===== src/rtl/mc14500b_trace_pkg.sv =====
// Shared types for the mc14500b OUTPUT/TRACE capture UART.
// Defining TRACE_TIMESTAMP_EN adds a 16-bit timestamp to each record and two bytes to each frame.
package mc14500b_trace_pkg;

`ifdef TRACE_TIMESTAMP_EN
  localparam int FRAME_BYTES = 5;

  typedef struct packed {
    logic [15:0] ts;
    logic [7:0]  out_byte;
    logic [7:0]  trace_byte;
  } record_t;

  typedef enum logic [2:0] {
    ST_IDLE   = 3'd0,
    ST_SYNC   = 3'd1,
    ST_TSH    = 3'd2,
    ST_TSL    = 3'd3,
    ST_OUTB   = 3'd4,
    ST_TRACEB = 3'd5
  } fsm_state_t;
`else
  localparam int FRAME_BYTES = 3;

  typedef struct packed {
    logic [7:0] out_byte;
    logic [7:0] trace_byte;
  } record_t;

  typedef enum logic [2:0] {
    ST_IDLE   = 3'd0,
    ST_SYNC   = 3'd1,
    ST_OUTB   = 3'd4,
    ST_TRACEB = 3'd5
  } fsm_state_t;
`endif

endpackage


===== src/rtl/uart_tx_byte.sv =====
// 8N1 byte transmitter, LSB first; done pulses in the last cycle of STOP so the next byte
// can be loaded on the same edge with no gap.
module uart_tx_byte #(
  parameter int CLKS_PER_BIT = 104
) (
  input  logic       CLK,
  input  logic       RST,
  input  logic [7:0] data,
  input  logic       start,
  output logic       TX,
  output logic       busy,
  output logic       done
);

  localparam int CW = (CLKS_PER_BIT > 2) ? $clog2(CLKS_PER_BIT) : 1;
  localparam logic [CW-1:0] BIT_LAST = CW'(CLKS_PER_BIT - 1);

  typedef enum logic [1:0] {T_IDLE, T_START, T_DATA, T_STOP} tx_state_t;

  tx_state_t     state, state_nxt;
  logic [CW-1:0] cnt, cnt_nxt;
  logic [2:0]    bit_idx, bit_nxt;
  logic [7:0]    shreg, sh_nxt;
  logic          tick;

  assign tick = (cnt == '0);
  assign done = (state == T_STOP) && tick;
  assign busy = (state != T_IDLE);

  always_comb begin
    state_nxt = state;
    cnt_nxt   = tick ? BIT_LAST : cnt - 1'b1;
    bit_nxt   = bit_idx;
    sh_nxt    = shreg;
    case (state)
      T_IDLE:  cnt_nxt = cnt;
      T_START: if (tick) state_nxt = T_DATA;
      T_DATA: begin
        if (tick) begin
          sh_nxt  = shreg >> 1;
          bit_nxt = bit_idx + 1'b1;
          if (bit_idx == 3'd7) state_nxt = T_STOP;
        end
      end
      T_STOP:  if (tick) state_nxt = T_IDLE;
      default: state_nxt = T_IDLE;
    endcase
    if (start && ((state == T_IDLE) || done)) begin
      state_nxt = T_START;
      cnt_nxt   = BIT_LAST;
      sh_nxt    = data;
      bit_nxt   = 3'd0;
    end
  end

  // TX is retimed from the current bit state, so the line trails the state by one clock.
  always_ff @(posedge CLK or posedge RST) begin
    if (RST) begin
      state   <= T_IDLE;
      cnt     <= '0;
      bit_idx <= 3'd0;
      shreg   <= 8'd0;
      TX      <= 1'b1;
    end else begin
      state   <= state_nxt;
      cnt     <= cnt_nxt;
      bit_idx <= bit_nxt;
      shreg   <= sh_nxt;
      TX      <= (state == T_START) ? 1'b0 : (state == T_DATA) ? shreg[0] : 1'b1;
    end
  end

endmodule


===== src/rtl/mc14500b_trace_uart.sv =====
// Records every change of {OUTPUT,TRACE} into a FIFO and streams each record as a UART frame.
// Optional TRACE_TIMESTAMP_EN: a 16-bit cycle stamp is stored per record and sent after SYNC_BYTE.
// RST is expected to be released synchronously by the board-level reset synchroniser.
//
// state     | meaning
// ST_IDLE   | waiting for a record; pops it and starts SYNC_BYTE
// ST_SYNC   | SYNC_BYTE on the line
// ST_TSH    | timestamp high byte on the line (timestamp build only)
// ST_TSL    | timestamp low byte on the line (timestamp build only)
// ST_OUTB   | OUTPUT byte on the line
// ST_TRACEB | TRACE byte on the line; back to idle when it completes
module mc14500b_trace_uart
  import mc14500b_trace_pkg::*;
#(
  parameter int         CLKS_PER_BIT = 104,
  parameter int         FIFO_DEPTH   = 16,
  parameter logic [7:0] SYNC_BYTE    = 8'hA5
) (
  input  logic       CLK,
  input  logic       RST,
  input  logic       EN,
  input  logic [7:0] OUTPUT,
  input  logic [7:0] TRACE,
  output logic       TX,
  output logic       BUSY,
  output logic       OVERFLOW
);

  localparam int AW = $clog2(FIFO_DEPTH);

  record_t     mem [FIFO_DEPTH];
  logic [AW:0] wr_ptr, rd_ptr;
  logic        full, empty;
  logic [15:0] last;
  logic        first_flag;
  record_t     sample, hold;
  logic        capture, push, pop;
  fsm_state_t  state, state_nxt;
  logic        tx_start, tx_busy, tx_done;
  logic [7:0]  tx_data;

  assign empty   = (wr_ptr == rd_ptr);
  assign full    = (wr_ptr[AW] != rd_ptr[AW]) && (wr_ptr[AW-1:0] == rd_ptr[AW-1:0]);
  assign capture = EN && (first_flag || ({OUTPUT, TRACE} != last));
  assign push    = capture && !full;

`ifdef TRACE_TIMESTAMP_EN
  logic [15:0] ts_cnt;

  always_ff @(posedge CLK or posedge RST) begin
    if (RST) ts_cnt <= 16'd0;
    else     ts_cnt <= ts_cnt + 16'd1;
  end
`endif

  always_comb begin
    sample            = '0;
    sample.out_byte   = OUTPUT;
    sample.trace_byte = TRACE;
`ifdef TRACE_TIMESTAMP_EN
    sample.ts         = ts_cnt;
`endif
  end

  always_ff @(posedge CLK) begin
    if (push) mem[wr_ptr[AW-1:0]] <= sample;
  end

  // A dropped record still updates last: the change is lost, not retried.
  always_ff @(posedge CLK or posedge RST) begin
    if (RST) begin
      last       <= 16'd0;
      first_flag <= 1'b1;
      OVERFLOW   <= 1'b0;
      wr_ptr     <= '0;
      rd_ptr     <= '0;
      hold       <= '0;
      state      <= ST_IDLE;
      BUSY       <= 1'b0;
    end else begin
      if (capture) begin
        last       <= {OUTPUT, TRACE};
        first_flag <= 1'b0;
        if (full) OVERFLOW <= 1'b1;
      end
      if (push) wr_ptr <= wr_ptr + 1'b1;
      if (pop) begin
        rd_ptr <= rd_ptr + 1'b1;
        hold   <= mem[rd_ptr[AW-1:0]];
      end
      state <= state_nxt;
      BUSY  <= !empty || (state != ST_IDLE) || tx_busy;
    end
  end

  always_comb begin
    state_nxt = state;
    pop       = 1'b0;
    tx_start  = 1'b0;
    tx_data   = SYNC_BYTE;
    case (state)
      ST_IDLE: begin
        if (!empty) begin
          pop       = 1'b1;
          tx_start  = 1'b1;
          state_nxt = ST_SYNC;
        end
      end
`ifdef TRACE_TIMESTAMP_EN
      ST_SYNC: begin
        if (tx_done) begin
          tx_start  = 1'b1;
          tx_data   = hold.ts[15:8];
          state_nxt = ST_TSH;
        end
      end
      ST_TSH: begin
        if (tx_done) begin
          tx_start  = 1'b1;
          tx_data   = hold.ts[7:0];
          state_nxt = ST_TSL;
        end
      end
      ST_TSL: begin
        if (tx_done) begin
          tx_start  = 1'b1;
          tx_data   = hold.out_byte;
          state_nxt = ST_OUTB;
        end
      end
`else
      ST_SYNC: begin
        if (tx_done) begin
          tx_start  = 1'b1;
          tx_data   = hold.out_byte;
          state_nxt = ST_OUTB;
        end
      end
`endif
      ST_OUTB: begin
        if (tx_done) begin
          tx_start  = 1'b1;
          tx_data   = hold.trace_byte;
          state_nxt = ST_TRACEB;
        end
      end
      ST_TRACEB: if (tx_done) state_nxt = ST_IDLE;
      default:   state_nxt = ST_IDLE;
    endcase
  end

  uart_tx_byte #(.CLKS_PER_BIT(CLKS_PER_BIT)) u_tx (
    .CLK   (CLK),
    .RST   (RST),
    .data  (tx_data),
    .start (tx_start),
    .TX    (TX),
    .busy  (tx_busy),
    .done  (tx_done)
  );

endmodule


===== config.mk =====
export PLATFORM = sky130hd
export DESIGN_NAME = mc14500b_trace_uart
export DESIGN_NICKNAME = d
export VERILOG_FILES = /design/src/rtl/mc14500b_trace_pkg.sv /design/src/rtl/uart_tx_byte.sv /design/src/rtl/mc14500b_trace_uart.sv
export SDC_FILE = /design/constraint.sdc
export NUM_CORES = 1
export LEC_CHECK = 0
export ABC_AREA = 1
export BUFFER_PORTS_ARGS = -buffer_cell sky130_fd_sc_hd__buf_2
export CORE_MARGIN = 1
export CORE_UTILIZATION = 40
export DETAILED_ROUTE_END_ITERATION = 8
export PLACE_DENSITY = 0.63
export SYNTH_ARGS = -nofsm -noshare
export SYNTH_HDL_FRONTEND = slang
export SYNTH_SLANG_ARGS = --single-unit

===== constraint.sdc =====
create_clock -name CLK -period 7.1 [get_ports CLK]
set_input_delay 1.42 -clock CLK [delete_from_list [all_inputs] [get_ports CLK]]
set_output_delay 1.42 -clock CLK [all_outputs]
set_load 0.005 [all_outputs]

==> impl_results.rst <==
.. list-table::
   :header-rows: 1

   * - Metric
     - Value
   * - Result of the run
     - finished, final reports clean
   * - RSZ-0062 raised after global routing
     - no
   * - Critical Path Start Type
     - flip-flop
   * - Flip-flop and latch count after synthesis
     - approximately 320
   * - Initial detailed-routing violation count
     - just under 1k
   * - DRT antenna net count
     - 0
   * - Number of nets in the finished design
     - around 1.2k
   * - Number of buffers added on ports
     - 21
   * - Post-route design area
     - between 0.015 and 0.02 mm2
   * - Post-synth design cell area
     - around 0.013 mm2
   * - Fin crit share
     - 0.531
   * - I/O pin cnt
     - 22
   * - CTS HTree Levels
     - 2
   * - Post-detailed-route DRC marker count
     - 0
   * - Sequential element share of the synthesized area
     - 0.697
   * - Synthesized area per cell
     - around 12 um2
   * - Area growth from synthesis to layout
     - 13.2%
   * - Type of destination of the critical path
     - flip-flop
   * - WL/cell
     - around 21 um
   * - Final setup skew
     - ~0.028 ns
   * - Number of vias per cell
     - 5.49
   * - Synthesized netlist net count
     - 1168
   * - Most frequent standard cell in the layout excluding fill and tap cells
     - edfxtp_1
   * - Synth Warn #
     - 0
   * - Overall fraction of global-route tracks in use
     - 0.198
   * - Number of cells produced by synthesis
     - 1131
   * - Maximum number of pins on one net before global-route repair
     - 80
   * - Power density over the cells
     - approximately 420 mW/mm2
   * - Fraction of layout cells with a size suffix above 1
     - 0.132
   * - Pins Over Slew Limit
     - 0
   * - Highest cell delay on the worst timing path
     - 0.79 ns
   * - Count of unique library cells instantiated by Yosys
     - 46
   * - Final-layout fill cell count
     - approximately 3.0k
   * - Type of the worst setup path
     - flip-flop to flip-flop
   * - Setup Fix Bufs, Post-CTS
     - 0
   * - DIE WIDTH
     - approximately 190 um
   * - Instance count along the most critical hold path
     - 2
   * - Multi-input logic area
     - approximately 0.0037 mm2
   * - Post-detailed-placement half-perimeter wirelength
     - about 20 mm
   * - Reported leakage power
     - 5.43 nW
   * - Final Hold Violating Endpoints
     - 0
   * - Fin crit period
     - roughly 3.8 ns
   * - Diodes inserted
     - 0
   * - Buffer depth of the longest clock path
     - 3
   * - Number of iterations in the first detailed-routing pass
     - 5
   * - Routed WL
     - roughly 33 mm
   * - Number of cell rows
     - 66
   * - Clock buffer count from CTS
     - 35
   * - Max-capacitance violation count
     - 0
   * - Worst-case vdd ir drop
     - 0.236 mV
   * - Achievable Freq
     - about 270 MHz
   * - Via count of the first global-routing pass
     - 8452
   * - Global placement routability congestion
     - approximately 0.85
   * - Clock tree from TritonCTS
     - built
   * - M1 GR Usage
     - 0.282
   * - CORE AREA
     - about 0.033 mm2
   * - Library cell used as clock root buffer
     - clkbuf_16
   * - Hold buffers post-CTS
     - 0
   * - Initial Utilization
     - 0.410
   * - Global-route met2 utilization
     - 0.316
   * - CP Data Required Time
     - approximately 7.3 ns
   * - Worst-case reg-to-reg path depth
     - 9
   * - HP Class
     - flip-flop to flip-flop
   * - Die area
     - 0.0344 mm2
   * - Clock slew seen by the registers of the worst setup and hold paths
     - roughly 0.060 ns
   * - Layer carrying the most global-route usage
     - met2
   * - Slew at the pin closest to its max-slew limit
     - a little over 1 ns
   * - Critical Path Fanout Max
     - 58
   * - Top library cells by usage in the layout, fill and taps aside
     - 256 x edfxtp_1, 172 x nor2_1, 160 x o21ai_0
   * - Vias
     - between 8k and 9k
   * - CTS-repair resized insts
     - 0
   * - Remaining global-route overflow
     - 0
   * - Die extent in y
     - approximately 190 um
   * - Clock network latency to the later pin of the worst-skew pair
     - 0.52 ns
   * - Total number of clock tree sinks
     - 324
   * - Flip-flop and latch area
     - 0.00940 mm2
   * - Antenna violations before repair
     - 0
   * - Max stage delay cell, worst path
     - nor3_2
   * - Cell Chain, Critical Path
     - clkinv_2 > nand2_1 > nand2_1 > nor2_2 > nand3b_1 > nand3_1 > buf_4 > nor3_2 > buf_4
   * - Final TNS setup
     - 0 ns
   * - Met3 GRT Util
     - 0.0327
   * - Slew margin rel.
     - 0.324
   * - Global-route wire length before repair
     - 50.9 mm
   * - Instance area after placement
     - approximately 0.014 mm2
   * - Endpoints failing setup
     - 0
   * - Arrival time worst endpoint
     - ~4 ns
## path summary, 6_finish.rpt
path | startpoint | to | slack (ns)
worst max-delay path | rd_ptr[0] | mem[8][12] | 3.33
worst min-delay path | first_flag | first_flag | 0.46
worst max register to register | rd_ptr[0] | mem[8][12] | 3.33
worst min register to register | first_flag | first_flag | 0.46
max in group asynchronous | RST | rd_ptr[0] | 5.18
min in group asynchronous | RST | hold[6] | 1.17
## sequential cells by signal (all words and copies together) (netlist names)
signal	flops
BUSY	1
OVERFLOW	1
first_flag	1
hold	16
last	16
mem	256
rd_ptr	5
state	2
u_tx.TX	1
u_tx.bit_idx	3
u_tx.cnt	7
u_tx.shreg	8
u_tx.state	2
wr_ptr	5
## where the power goes
| part | switching (mW) | internal [mW] | total [mW] |
|---|---|---|---|
| Sequential | 0.209 | 2.35 | 2.56 |
| Clock | 0.732 | 1.05 | 1.78 |
| Combinational | 1.42 | 0.604 | 2.02 |
| Total | 2.36 | 4.00 | 6.35 |
## final cells by class
type                            instances  area share
Tap cell                              442      0.0362
Multi-Input combinational cell        691       0.242
Sequential cell                       324       0.616
Inverter                               55      0.0138
Clock buffer                           51      0.0647
Clock inverter                         13     0.00885
Timing Repair Buffer                   46      0.0192
## per-layer routing
layer | share of wire | up-vias
met4 | 0.019 | 0
li1 | - | 4118
met1 | 0.44 | 4414
met3 | 0.073 | 60
met5 | 0 | -
met2 | 0.47 | 314
## synth_stat cells (all sizes together)
master,n,share of area
o221ai,23,0.015
buf,22,0.0092
a22oi,4,0.0022
nand4,12,0.0056
o22ai,33,0.015
o21ai,167,0.064
o31ai,1,0.00056
o2111ai,3,0.0020
clkbuf,39,0.011
nand3b,1,0.00056
inv,54,0.015
nand3,30,0.013
a22o,2,0.0013
clkinv,1,0.00028
xnor2,8,0.0052
edfxtp,256,0.57
nor4,1,0.00046
o21bai,1,0.00056
ha,18,0.017
o211ai,10,0.0056
nor3,20,0.0074
or2,5,0.0023
xor2,8,0.0052
dfstp,2,0.0039
nor2,177,0.050
a41oi,4,0.0026
o21a,1,0.00056
a21oi,15,0.0058
nand2,134,0.040
dfrtp,66,0.12
a31oi,13,0.0060
## cell families after synthesis
group / after synthesis / synth area share
simple gates: 380 / 0.119
flops: 324 / 0.697
compound gates: 277 / 0.122
buf+inv: 116 / 0.0356
fa+ha+maj: 18 / 0.0167
xor+xnor: 16 / 0.0104
## stage by stage
stage	setup slack [ns]	power, mW	cells	hold WS, ns	util
6_report	3.33	6.35	1622	0.462	0.464
5_1_grt	3.11	6.71	1622	0.495	0.464
4_1_cts	3.36	6.38	1622	0.468	0.464
3_5_place_dp	2.83	4.60	1558	0.459	0.430
3_3_place_gp	2.89	4.57	1558	0.453	0.430
2_1_floorplan	3.30	3.94	1131	0.424	-
## worst max-delay path, delay by kind of cell, from the launching register on
kind,cells,cell delay [ns]
buf+inv,3,1.17
flops,1,0.72
simple gates,6,1.51
Note: power is estimated with default switching activity, not from simulation.
